<file path="config.mk">
export PLATFORM = sky130hd
export DESIGN_NAME = controle_jogo
export DESIGN_NICKNAME = d
export VERILOG_FILES = /design/src/rtl/jogo_pkg.sv /design/src/rtl/filtro_botao.sv /design/src/rtl/controle_jogo.sv
export SDC_FILE = /design/constraint.sdc
export NUM_CORES = 1
export LEC_CHECK = 0
export BUFFER_PORTS_ARGS = -buffer_cell sky130_fd_sc_hd__buf_4
export CORE_MARGIN = 2
export CORE_UTILIZATION = 55
export DETAILED_ROUTE_END_ITERATION = 10
export PLACE_DENSITY_LB_ADDON = 0.1
export SYNTH_ARGS = -nofsm -noshare
export SYNTH_HDL_FRONTEND = slang
export SYNTH_SLANG_ARGS = --single-unit
export TNS_END_PERCENT = 20
</file>
<file path="constraint.sdc">
create_clock -name clock -period 1.8 [get_ports clock]
set_input_delay 0.18 -clock clock [delete_from_list [all_inputs] [get_ports clock]]
set_output_delay 0.18 -clock clock [all_outputs]
set_load 0.005 [all_outputs]
</file>
<file path="src/rtl/jogo_pkg.sv">
// Shared definitions for the battleship game-control stage: state encoding,
// default parameters and the debounce-counter width helper.
package jogo_pkg;

  // Encoding matches the mode code expected by the 7-segment display stage.
  typedef enum logic [1:0] {
    ST_DESLIGADO  = 2'b00,
    ST_PREPARACAO = 2'b10,
    ST_ATAQUE     = 2'b11
  } estado_t;

  localparam int unsigned DEBOUNCE_CICLOS_PAD = 16;
  localparam int unsigned NUM_MAPAS_PAD       = 5;
  localparam int unsigned TAM_TABULEIRO_PAD   = 5;
  localparam int unsigned MAX_TENTATIVAS_PAD  = 10;

  function automatic int unsigned largura_cont(input int unsigned ciclos);
    return (ciclos > 1) ? $clog2(ciclos) : 1;
  endfunction

endpackage

</file>
<file path="src/rtl/filtro_botao.sv">
// Two-flop synchroniser, debounce filter and rising-edge pulse for one raw input.
module filtro_botao
  import jogo_pkg::*;
#(
  parameter int unsigned DEBOUNCE_CICLOS = DEBOUNCE_CICLOS_PAD
) (
  input  logic clock,
  input  logic reset,
  input  logic entrada,
  output logic nivel,
  output logic pulso
);

  localparam int unsigned     CNT_W   = largura_cont(DEBOUNCE_CICLOS);
  localparam logic [CNT_W-1:0] CNT_MAX = CNT_W'(DEBOUNCE_CICLOS - 1);

  logic             sinc1_q, sinc1_d;
  logic             sinc2_q, sinc2_d;
  logic             nivel_q, nivel_d;
  logic             pulso_q, pulso_d;
  logic [CNT_W-1:0] cnt_q, cnt_d;

  // The count only advances while the synchronised value disagrees with the
  // filtered level; any agreement restarts it.
  always_comb begin
    sinc1_d = entrada;
    sinc2_d = sinc1_q;
    nivel_d = nivel_q;
    cnt_d   = '0;
    if (sinc2_q != nivel_q) begin
      if (cnt_q == CNT_MAX) begin
        nivel_d = sinc2_q;
      end else begin
        cnt_d = cnt_q + CNT_W'(1);
      end
    end
    pulso_d = nivel_d & ~nivel_q;
  end

  always_ff @(posedge clock) begin
    if (reset) begin
      sinc1_q <= 1'b0;
      sinc2_q <= 1'b0;
      nivel_q <= 1'b0;
      pulso_q <= 1'b0;
      cnt_q   <= '0;
    end else begin
      sinc1_q <= sinc1_d;
      sinc2_q <= sinc2_d;
      nivel_q <= nivel_d;
      pulso_q <= pulso_d;
      cnt_q   <= cnt_d;
    end
  end

  assign nivel = nivel_q;
  assign pulso = pulso_q;

endmodule

</file>
<file path="src/rtl/controle_jogo.sv">
// Game-control stage: input filtering, DESLIGADO/PREPARACAO/ATAQUE FSM, map
// selection, attack coordinates and shot counting for the display stage.
module controle_jogo
  import jogo_pkg::*;
#(
  parameter int unsigned DEBOUNCE_CICLOS = DEBOUNCE_CICLOS_PAD,
  parameter int unsigned NUM_MAPAS       = NUM_MAPAS_PAD,
  parameter int unsigned TAM_TABULEIRO   = TAM_TABULEIRO_PAD,
  parameter int unsigned MAX_TENTATIVAS  = MAX_TENTATIVAS_PAD
) (
  input  logic       clock,
  input  logic       reset,
  input  logic       chave_liga,
  input  logic       btn_confirma,
  input  logic       btn_avanca,
  input  logic [5:0] chaves_coord,
  output logic       DESLIGADO,
  output logic       PREPARACAO,
  output logic       ATAQUE,
  output logic [2:0] mapa,
  output logic [2:0] coordColuna,
  output logic [2:0] coordLinha,
  output logic       coord_invalida,
  output logic       disparo,
  output logic [3:0] tentativas,
  output logic       fim_jogo
);

  localparam logic [2:0] MAPA_ULT = 3'(NUM_MAPAS - 1);
  localparam logic [3:0] TAM_LIM  = 4'(TAM_TABULEIRO);
  localparam logic [3:0] TENT_MAX = 4'(MAX_TENTATIVAS);

  logic liga_c, p_conf_c, p_av_c;
  logic liga_pulso_unused, conf_nivel_unused, av_nivel_unused;

  filtro_botao #(.DEBOUNCE_CICLOS(DEBOUNCE_CICLOS)) u_filtro_liga (
    .clock(clock), .reset(reset), .entrada(chave_liga),
    .nivel(liga_c), .pulso(liga_pulso_unused)
  );

  filtro_botao #(.DEBOUNCE_CICLOS(DEBOUNCE_CICLOS)) u_filtro_conf (
    .clock(clock), .reset(reset), .entrada(btn_confirma),
    .nivel(conf_nivel_unused), .pulso(p_conf_c)
  );

  filtro_botao #(.DEBOUNCE_CICLOS(DEBOUNCE_CICLOS)) u_filtro_av (
    .clock(clock), .reset(reset), .entrada(btn_avanca),
    .nivel(av_nivel_unused), .pulso(p_av_c)
  );

  estado_t    estado_q, estado_d;
  logic [5:0] coord_s1_q, coord_s1_d;
  logic [5:0] coord_s2_q, coord_s2_d;
  logic [2:0] mapa_q, mapa_d;
  logic [2:0] col_q, col_d;
  logic [2:0] lin_q, lin_d;
  logic       inval_q, inval_d;
  logic       disp_q, disp_d;
  logic [3:0] tent_q, tent_d;
  logic       fim_q, fim_d;
  logic       desl_q, desl_d;
  logic       prep_q, prep_d;
  logic       atq_q, atq_d;
  logic       coord_ok_c;

  // Comparison in 4 bits so a board side of 8 still works.
  assign coord_ok_c = ({1'b0, coord_s2_q[5:3]} < TAM_LIM) &&
                      ({1'b0, coord_s2_q[2:0]} < TAM_LIM);

  always_comb begin
    estado_d   = estado_q;
    coord_s1_d = chaves_coord;
    coord_s2_d = coord_s1_q;
    mapa_d     = mapa_q;
    col_d      = col_q;
    lin_d      = lin_q;
    inval_d    = inval_q;
    disp_d     = 1'b0;
    tent_d     = tent_q;
    fim_d      = fim_q;

    if (!liga_c) begin
      estado_d = ST_DESLIGADO;
      mapa_d   = '0;
      col_d    = '0;
      lin_d    = '0;
      inval_d  = 1'b0;
      tent_d   = '0;
    end else begin
      unique case (estado_q)
        ST_DESLIGADO: begin
          estado_d = ST_PREPARACAO;
          mapa_d   = '0;
          fim_d    = 1'b0;
        end
        ST_PREPARACAO: begin
          if (p_conf_c) begin
            estado_d = ST_ATAQUE;
            tent_d   = '0;
            fim_d    = 1'b0;
          end else if (p_av_c) begin
            mapa_d = (mapa_q == MAPA_ULT) ? 3'd0 : mapa_q + 3'd1;
          end
        end
        ST_ATAQUE: begin
          if (coord_ok_c) begin
            col_d   = coord_s2_q[5:3];
            lin_d   = coord_s2_q[2:0];
            inval_d = 1'b0;
          end else begin
            inval_d = 1'b1;
          end
          // Validity is judged on the value being loaded, so the coordinates
          // shown alongside disparo are the ones fired.
          if (p_conf_c && coord_ok_c) begin
            disp_d = 1'b1;
            tent_d = tent_q + 4'd1;
            if (tent_d == TENT_MAX) begin
              estado_d = ST_PREPARACAO;
              fim_d    = 1'b1;
            end
          end
        end
        default: estado_d = ST_DESLIGADO;
      endcase
    end

    desl_d = (estado_d == ST_DESLIGADO);
    prep_d = (estado_d == ST_PREPARACAO);
    atq_d  = (estado_d == ST_ATAQUE);
  end

  always_ff @(posedge clock) begin
    if (reset) begin
      estado_q   <= ST_DESLIGADO;
      coord_s1_q <= '0;
      coord_s2_q <= '0;
      mapa_q     <= '0;
      col_q      <= '0;
      lin_q      <= '0;
      inval_q    <= 1'b0;
      disp_q     <= 1'b0;
      tent_q     <= '0;
      fim_q      <= 1'b0;
      desl_q     <= 1'b1;
      prep_q     <= 1'b0;
      atq_q      <= 1'b0;
    end else begin
      estado_q   <= estado_d;
      coord_s1_q <= coord_s1_d;
      coord_s2_q <= coord_s2_d;
      mapa_q     <= mapa_d;
      col_q      <= col_d;
      lin_q      <= lin_d;
      inval_q    <= inval_d;
      disp_q     <= disp_d;
      tent_q     <= tent_d;
      fim_q      <= fim_d;
      desl_q     <= desl_d;
      prep_q     <= prep_d;
      atq_q      <= atq_d;
    end
  end

  assign DESLIGADO      = desl_q;
  assign PREPARACAO     = prep_q;
  assign ATAQUE         = atq_q;
  assign mapa           = mapa_q;
  assign coordColuna    = col_q;
  assign coordLinha     = lin_q;
  assign coord_invalida = inval_q;
  assign disparo        = disp_q;
  assign tentativas     = tent_q;
  assign fim_jogo       = fim_q;

endmodule

</file>
==> results of run 1 <==
-- placed cells by master (no fill, tap or decap), types with 5 or more instances in the layout --
cell type  netlist  routed
dfxtp_1         56      56
buf_4            0      30
nor2_1          25      25
nor2b_1         20      20
nand3_1         11      11
mux2i_1          9       9
inv_1            7       7
ha_1             7       7
xnor2_1          6       6
nand2_1          6       6
xor2_1           5       5
clkbuf_8         0       5
-- critical path: cells and delay by family, from the launching register on --
family        cells  cell delay (ns)
xor+xnor          1             0.13
fa+ha+maj         1             0.24
flops             1             0.44
simple gates      3             0.60
-- logic make-up after synthesis --
| group | share of synthesized area (%) |
|---|---|
| adders and majority gates | 4.23 |
| buffers and inverters | 2.72 |
| and+or+nand+nor | 21.5 |
| DFF | 54.1 |
| xor gates and xnor gates | 4.65 |
| AOI/OAI and AO/OA | 8.45 |
| muxes | 4.35 |
-- path summary, 6_finish.rpt --
path / from / end / depth (start not counted)
setup / recovery: tentativas[0] / ATAQUE / 5
hold / removal: chave_liga / u_filtro_liga.sinc1_q / 2
setup reg to reg: tentativas[0] / ATAQUE / 5
hold reg to reg: u_filtro_liga.sinc1_q / u_filtro_liga.sinc2_q / 1
-- flip-flops by register name, indices dropped and copies added (netlist names), 2 cells and up --
name and count:
coord_s1_q 6, coord_s2_q 6, tentativas 4, u_filtro_av.cnt_q 4, u_filtro_conf.cnt_q 4, u_filtro_liga.cnt_q 4
coordColuna 3, coordLinha 3, mapa 3, estado_q 2
-- power by group through the flow --
| stage | registers [mW] | clock network [mW] | logic [mW] |
|---|---|---|---|
| finish | 1.27 | 0.611 | 0.0496 |
| global route | 1.27 | 0.685 | 0.0556 |
| CTS | 1.27 | 0.642 | 0.0505 |
| detailed placement | 1.30 | 0 | 0.0504 |
| global placement | 1.30 | 0 | 0.0480 |
| floorplan | 1.30 | 0 | 0.0308 |
-- per-stage QoR --
stage	hold slack, ns	instances	instance area (um^2)	total power [mW]
final	0.0835	277	2410	1.93
after detailed placement	0.394	270	2330	1.35
after global placement	0.391	270	2330	1.35
after floorplan	0.308	198	2070	1.33
after CTS	0.0700	277	2410	1.96
after global routing	0.0713	277	2410	2.01
-- layer usage --
metal	vias to the layer above	wire length (um)	part of all wire [%]
met5	-	0	0
met4	0	39	1.1
met3	5	152	4.4
met2	30	1830	53
met1	688	1410	41
li1	723	-	-
-- cell type report --
class,instances,share of cell area [%]
multi-input combinational,128,37.1
clock inverter,1,0.208
inverter,8,1.25
clock buffer,6,3.01
tap,48,2.49
sequential,56,46.5
timing repair buffer,30,9.35
==> flow_metrics.env, run 1 <==
export IMPL_status="complete, no violations"
export IMPL_multi_input_area_um2=895
export IMPL_synth_most_common_cell="dfxtp_1"
export IMPL_hold_viol_final=0
export IMPL_clk_latency_ns=0.30
export IMPL_rows=22
export IMPL_crit_arrival_ns=1.70
export IMPL_root_buffer="clkbuf_8"
export IMPL_synth_common_cells="dfxtp_1, nor2_1, nor2b_1"
export IMPL_vdd_drop_max_mv=0.628
export IMPL_nFillCells=297
export IMPL_worst_pin_slew_ns=0.552
export IMPL_path_cells="ha_1 -> xnor2_1 -> nand3_1 -> nor4_1 -> nor4_1"
export IMPL_numPortBuffers=29
export IMPL_viasPerCell=5.22
export IMPL_cpPeakStageDelay_ns=0.44
export IMPL_cp_end_kind="flop"
export IMPL_cap_violations=0
export IMPL_power_density_mw_per_mm2=802
export IMPL_cts_tree="done"
export IMPL_drtPass1Iterations=4
export IMPL_diodes=0
export IMPL_final_antenna_net_count=0
export IMPL_max_slew_margin_rel_pct=63.1
export IMPL_grt_overflow=0
export IMPL_hold_buffers=0
export IMPL_finClkSkew_ns=0.00518
export IMPL_intPower_mw=1.55
export IMPL_fmax_mhz=655
export IMPL_combPwrFrac_pct=2.6
export IMPL_ys_seq_area_share_pct=54.1
export IMPL_fp_coreArea_mm2=0.00363
export IMPL_yosys_area_top_type="dfxtp_1"
export IMPL_tns_ns=0
export IMPL_synth_area_mm2=0.00207
export IMPL_r2r_slack_ns=0.27
export IMPL_initialDrtViolationCount=58
export IMPL_globalRouteMet3Util_pct=5.65
export IMPL_grt_busiest_layer="met2"
export IMPL_dpl_worst_slack_ns=0.278
export IMPL_crit_type="flop to flop"
export IMPL_grtUsageMet2_pct=32.5
export IMPL_final_max_slew_violation_count=0
export IMPL_avgSynthCellArea_um2=10.5
export IMPL_synth_fp_nets=216
export IMPL_synth_edf_count=0
export IMPL_post_cts_resized=0
export IMPL_met1_usage_pct=18.9
export IMPL_synth_area_leaders="dfxtp_1, nor2b_1, nor2_1"
export IMPL_nNetsFinal=247
export IMPL_synth_top_cell_area_share_pct=54.1
export IMPL_syn_inst=198
export IMPL_synth_cell_types=40
export IMPL_seq_area_mm2=0.00112
export IMPL_grt_pass1_vias=1390
export IMPL_worstPathMaxFanout=6
export IMPL_cts_made_buffers=5
export IMPL_wl_per_cell_um=12.4
export IMPL_num_vias=1446
export IMPL_pwr_share_seq_pct=65.8
export IMPL_hpwl_um=2570
export IMPL_swShare_pct=19.6
export IMPL_final_layout_size_suffix_gt1_share_pct=21.0
export IMPL_utilization_pct=66.3
export IMPL_async_flop_share_pct=0
export IMPL_die_area_mm2=0.00427
export IMPL_crit_slowest_cell="dfxtp_1"
export IMPL_clkTransAtPathRegs_ns=0.08
export IMPL_postCtsSetupBuffers=0
export IMPL_drc=0
export IMPL_p_leak_nw=1.01
export IMPL_p_sw_mw=0.378
export IMPL_initial_utilization_pct=57.0
export IMPL_die_h_um=65.4
export IMPL_rsz0062_at_grt="no"
export IMPL_fin_crit_sh_pct=84.8
export IMPL_worstPathRequired_ns=1.97
export IMPL_worst_slack_ns=0.274
export IMPL_routed_wl_um=3430
export IMPL_grt_max_degree=30
export IMPL_synth_main_ff_cell="dfxtp_1"
export IMPL_hp_class="input port to flop"
export IMPL_min_period_ns=1.53
export IMPL_place_gp_congestion=0.751
export IMPL_grt_pass1_wl_um=5810
export IMPL_synth_seq_cells=56
export IMPL_ctsLongestPathBuffers=2
export IMPL_htreeDepth=2
export IMPL_antenna_found_initial=0
export IMPL_clockPowerShare_pct=31.6
export IMPL_ys_warn_count=0
export IMPL_critPathLaunchType="flop"
export IMPL_crit_top_cell="nor4_1"
export IMPL_die_width_um=65.4
export IMPL_syn_to_final_growth_pct=16.2
export IMPL_ios=30
export IMPL_setup_violations_final=0
export IMPL_track_usage_pct=17.6
export IMPL_cts_sinks=56
No activity file was read; power rests on OpenSTA's default activity.
==> inputs of run 2 (changes only) <==
--- a/config.mk
+++ b/config.mk
@@ -7,7 +7,7 @@
 export LEC_CHECK = 0
 export BUFFER_PORTS_ARGS = -buffer_cell sky130_fd_sc_hd__buf_4
 export CORE_MARGIN = 2
-export CORE_UTILIZATION = 55
+export CORE_UTILIZATION = 50
 export DETAILED_ROUTE_END_ITERATION = 10
 export PLACE_DENSITY_LB_ADDON = 0.1
 export SYNTH_ARGS = -nofsm -noshare
==> constraint.sdc (replaced) <==
create_clock -name clock -period 1.25 [get_ports clock]
set_input_delay 0.125 -clock clock [delete_from_list [all_inputs] [get_ports clock]]
set_output_delay 0.125 -clock clock [all_outputs]
set_load 0.005 [all_outputs]
==> flow_metrics.env, run 2 (synthesized netlist as in run 1, its figures left out) <==
export IMPL_nNetsFinal=261
export IMPL_post_dp_cell_area_mm2=0.00243
export IMPL_crit_arrival_ns=1.53
export IMPL_wl_per_cell_um=13.2
export IMPL_setup_violations_final=5
export IMPL_swShare_pct=22.0
export IMPL_worst_pin_slew_ns=0.260
export IMPL_nFillCells=304
export IMPL_pwr_share_seq_pct=63.2
export IMPL_critPathBufInv=2
export IMPL_final_layout_size_suffix_gt1_share_pct=32.8
export IMPL_rows=23
export IMPL_cpPeakStageDelay_ns=0.39
export IMPL_numPortBuffers=29
export IMPL_initialDrtViolationCount=75
export IMPL_drc=0
export IMPL_grt_max_degree=27
export IMPL_die_width_um=68.4
export IMPL_worstPathMaxFanout=4
export IMPL_crit_slowest_cell="dfxtp_4"
export IMPL_violations="setup timing"
export IMPL_viasPerCell=5.09
export IMPL_crit_type="flop to flop"
export IMPL_cts_made_buffers=5
export IMPL_dpl_worst_slack_ns=-0.156
export IMPL_hold_buffers=0
export IMPL_syn_to_final_growth_pct=28.0
export IMPL_root_buffer="clkbuf_8"
export IMPL_cts_tree="done"
export IMPL_final_cell_mix="dfxtp_1, buf_4, nor2_1"
export IMPL_min_period_ns=1.34
export IMPL_power_density_mw_per_mm2=1090
export IMPL_routed_wl_um=3880
export IMPL_crit_top_cell="buf_6"
export IMPL_crit_family="simple AND/OR/NAND/NOR gates"
export IMPL_clk_latency_ns=0.30
export IMPL_hold_viol_final=0
export IMPL_final_max_slew_violation_count=0
export IMPL_stdcell_area_mm2=0.00265
export IMPL_grt_pass1_vias=1490
export IMPL_final_antenna_net_count=0
export IMPL_ios=30
export IMPL_diodes=0
export IMPL_top_regs="coord_s1_q: 6 flops, coord_s2_q: 6 flops"
export IMPL_fp_coreArea_mm2=0.00400
export IMPL_status="finished with violations"
export IMPL_p_leak_nw=1.09
export IMPL_die_area_mm2=0.00468
export IMPL_grt_pass1_wl_um=6290
export IMPL_die_h_um=68.4
export IMPL_intPower_mw=2.25
export IMPL_clkTransAtPathRegs_ns=0.10
export IMPL_worstPathRequired_ns=1.44
export IMPL_cp_end_kind="flop"
export IMPL_p_sw_mw=0.636
export IMPL_seq_area_mm2=0.00114
export IMPL_track_usage_pct=18.4
export IMPL_finClkSkew_ns=0.00400
export IMPL_path_cells="buf_6 -> nand3_4 -> xor2_4 -> buf_6 -> nor4_4 -> nor4_1"
export IMPL_num_vias=1497
export IMPL_multi_input_area_um2=988
export IMPL_cap_violations=0
export IMPL_antenna_found_initial=0
export IMPL_critPathLaunchType="flop"
export IMPL_p_total_mw=2.89
export IMPL_hpwl_um=2840
export IMPL_combPwrFrac_pct=2.8
export IMPL_place_gp_congestion=0.791
export IMPL_initial_utilization_pct=51.8
export IMPL_drtPass1Iterations=4
export IMPL_rsz0062_at_grt="yes"
export IMPL_max_slew_margin_rel_pct=82.5
export IMPL_vdd_drop_max_mv=0.856
export IMPL_layout_commonest_cell="dfxtp_1"
export IMPL_clockPowerShare_pct=34.0
export IMPL_final_cells=294
export IMPL_grt_overflow=0
export IMPL_hp_class="input port to flop"
export IMPL_dp_cells=282
export IMPL_tns_ns=-0.179
export IMPL_fin_crit_sh_pct=107
export IMPL_worst_slack_ns=-0.0851
export IMPL_htreeDepth=2
export IMPL_cts_sinks=56
export IMPL_fmax_mhz=749
export IMPL_ctsLongestPathBuffers=2
==> run 2: final timing paths <==
path	slack (ns)	cells past startpoint	end	start
max	-0.09	6	ATAQUE	tentativas[1]
max reg2reg	-0.09	6	ATAQUE	tentativas[1]
min	0.02	2	u_filtro_conf.sinc1_q	btn_confirma
min reg2reg	0.44	1	coord_s2_q[4]	coord_s1_q[4]
==> run 2: power by group through the flow <==
stage,clock [mW],sequential [mW],combinational [mW]
final,0.983,1.83,0.0800
after global routing,1.08,1.83,0.0894
after CTS,1.02,1.83,0.0767
after detailed placement,0,1.87,0.0762
after global placement,0,1.87,0.0716
after floorplan,0,1.87,0.0446
==> run 2: routing by layer <==
metal  track usage [%]  share of wire [%]  wire [um]  vias to the layer above
met1              20.6                 42       1620                      698
met2              33.1                 54       2100                       38
li1                  -                  -          -                      757
met3              5.59                3.6        140                        4
met5                 0                  0          0                        -
met4              6.00               0.64         25                        0
==> run 2: cell type report <==
type / instances / area share (%)
clock inverter: 3 / 0.897
clock buffer: 5 / 2.60
tap: 50 / 2.36
inverter: 8 / 1.13
multi-input combinational: 128 / 37.3
timing repair buffer: 44 / 12.9
sequential: 56 / 42.9
==> run 2: worst register-to-register path, stage by stage, from the launching register on <==
cell and delay, ns:
dfxtp_4 0.39, buf_6 0.11, nand3_4 0.08, xor2_4 0.17
buf_6 0.13, nor4_4 0.25, nor4_1 0.09
==> run 2: through the flow <==
step | hold WS, ns | utilization [%]
global route | 0.0244 | 66.3
CTS | 0.0146 | 63.8
global placement | 0.334 | 60.8
floorplan | 0.253 | -
detailed placement | 0.344 | 60.8
finish | 0.0248 | 66.3
==> run 2: what timing repair did <==
item	4_1_cts	5_1_grt
setup buffers	0	4
setup endpoints to repair	5	18
resized for setup	5	17
pin swaps	3	9
==> inputs of run 3 (changes only) <==
--- a/config.mk
+++ b/config.mk
@@ -6,10 +6,13 @@
 export NUM_CORES = 1
 export LEC_CHECK = 0
 export BUFFER_PORTS_ARGS = -buffer_cell sky130_fd_sc_hd__buf_4
+export CELL_PAD_IN_SITES_DETAIL_PLACEMENT = 2
+export CELL_PAD_IN_SITES_GLOBAL_PLACEMENT = 2
 export CORE_MARGIN = 2
-export CORE_UTILIZATION = 50
+export CORE_UTILIZATION = 32
 export DETAILED_ROUTE_END_ITERATION = 10
 export PLACE_DENSITY_LB_ADDON = 0.1
+export REMOVE_ABC_BUFFERS = 1
 export SYNTH_ARGS = -nofsm -noshare
 export SYNTH_HDL_FRONTEND = slang
 export SYNTH_SLANG_ARGS = --single-unit
==> flow_metrics.env, run 3 (synthesized netlist as in run 1, its figures left out) <==
export IMPL_status="finished with violations"
export IMPL_violations="setup timing"
export IMPL_num_vias=1550
export IMPL_cts_tree="done"
export IMPL_seq_area_mm2=0.00113
export IMPL_worst_slack_ns=-0.0426
export IMPL_cap_violations=0
export IMPL_min_period_ns=1.29
export IMPL_power_density_mw_per_mm2=1080
export IMPL_setup_violations_final=5
export IMPL_clk_latency_ns=0.31
export IMPL_rows=29
export IMPL_nNetsFinal=257
export IMPL_syn_to_final_growth_pct=28.9
export IMPL_max_slew_margin_rel_pct=80.6
export IMPL_drc=0
export IMPL_multi_input_area_mm2=0.00101
export IMPL_hold_buffers=0
export IMPL_grt_pass1_wl_um=8710
export IMPL_clkTransAtPathRegs_ns=0.11
export IMPL_track_usage_pct=15.2
export IMPL_die_width_um=84.5
export IMPL_grt_overflow=0
export IMPL_crit_arrival_ns=1.48
export IMPL_p_leak_nw=1.08
export IMPL_worstPathMaxFanout=2
export IMPL_drtPass1Iterations=2
export IMPL_die_h_um=84.5
export IMPL_layout_commonest_cell="dfxtp_1"
export IMPL_cts_made_buffers=5
export IMPL_dpl_worst_slack_ns=-0.194
export IMPL_crit_type="flop to flop"
export IMPL_ctsLongestPathBuffers=2
export IMPL_final_layout_size_suffix_gt1_share_pct=31.3
export IMPL_hpwl_um=3950
export IMPL_grt_max_degree=27
export IMPL_fp_coreArea_mm2=0.00631
export IMPL_place_gp_congestion=0.705
export IMPL_diodes=0
export IMPL_final_antenna_net_count=0
export IMPL_worst_pin_slew_ns=0.288
export IMPL_die_area_mm2=0.00713
export IMPL_initial_utilization_pct=32.8
export IMPL_vdd_drop_max_mv=0.490
export IMPL_hp_class="input port to flop"
export IMPL_fin_crit_sh_pct=103
export IMPL_critPathLaunchType="flop"
export IMPL_nFillCells=678
export IMPL_htreeDepth=2
export IMPL_root_buffer="clkbuf_8"
export IMPL_hold_viol_final=0
export IMPL_initialDrtViolationCount=48
export IMPL_final_max_slew_violation_count=0
export IMPL_tns_ns=-0.144
export IMPL_cp_end_kind="flop"
export IMPL_final_cell_mix="dfxtp_1, buf_4, nor2_1"
export IMPL_top_regs="coord_s1_q: 6 flops, coord_s2_q: 6 flops"
export IMPL_finClkSkew_ns=0.0121
export IMPL_ios=30
export IMPL_viasPerCell=4.89
export IMPL_grt_pass1_vias=1752
export IMPL_rsz0062_at_grt="yes"
export IMPL_routed_wl_um=5050
export IMPL_antenna_found_initial=0
export IMPL_numPortBuffers=29
export IMPL_worstPathRequired_ns=1.44
export IMPL_postCtsSetupBuffers=0
export IMPL_fmax_mhz=774
export IMPL_cts_sinks=56
export IMPL_wl_per_cell_um=15.9
[run 3: cell types whose count changed in the layout (fill, tap and decap cells not counted), moves of 2 or more]
| cell | delta |
|---|---|
| buf_6 | -2 |
| buf_4 | -3 |
| clkbuf_1 | +2 |
| clkinvlp_4 | -2 |
[run 3: area by class of cell]
cell class,count,area share (%)
clock buffers,7,2.86
repair buffers,40,11.9
well taps,77,3.61
multi-input cells,128,37.7
flip-flops and latches,56,42.5
clock inverters,1,0.328
inverters,8,1.12
[run 3: metrics by stage]
stage          hold WS [ns]  total power [mW]  area (um^2)  utilization (%)  instances
6_report             0.0235              2.89         2670             42.3        317
2_1_floorplan         0.197              1.90         2050                -        192
4_1_cts              0.0157              2.94         2630             41.7        317
3_3_place_gp          0.337              1.95         2450             38.9        309
3_5_place_dp          0.342              1.96         2450             38.9        309
5_1_grt              0.0141              3.06         2670             42.3        317
[run 3: path summary, 6_finish.rpt]
kind | startpoint | end | slack, ns | cells after the start
worst max register to register | tentativas[1] | ATAQUE | -0.04 | 5
worst min register to register | coord_s1_q[5] | coord_s2_q[5] | 0.45 | 1
worst min-delay path | chaves_coord[2] | coord_s1_q[2] | 0.02 | 2
worst max-delay path | tentativas[1] | ATAQUE | -0.04 | 5
[run 3: power by group]
group	leakage, nW	internal [mW]	switching [mW]
clock network	0.0424	0.402	0.583
registers	0.459	1.81	0.0177
logic	0.577	0.0490	0.0340
[run 3: worst max-delay path, stage by stage (launching register included)]
cell     delay [ns]
dfxtp_2        0.35
ha_4           0.18
xnor2_4        0.15
nand3_4        0.11
nor4_2         0.29
nor4_1         0.09
[run 3: per-layer routing]
layer / GRT usage, % / vias up / share of wire [%]
met5: 0 / - / 0
met4: 3.90 / 0 / 1.2
met3: 3.24 / 7 / 3.1
met2: 29.1 / 27 / 55
met1: 17.1 / 766 / 41
li1: - / 750 / -
[run 3: repair_timing]
item / 4_1_cts / 5_1_grt
pin swaps: 4 / 5
endpoints found under the setup margin: 17 / 16
gates resized for setup: 20 / 9
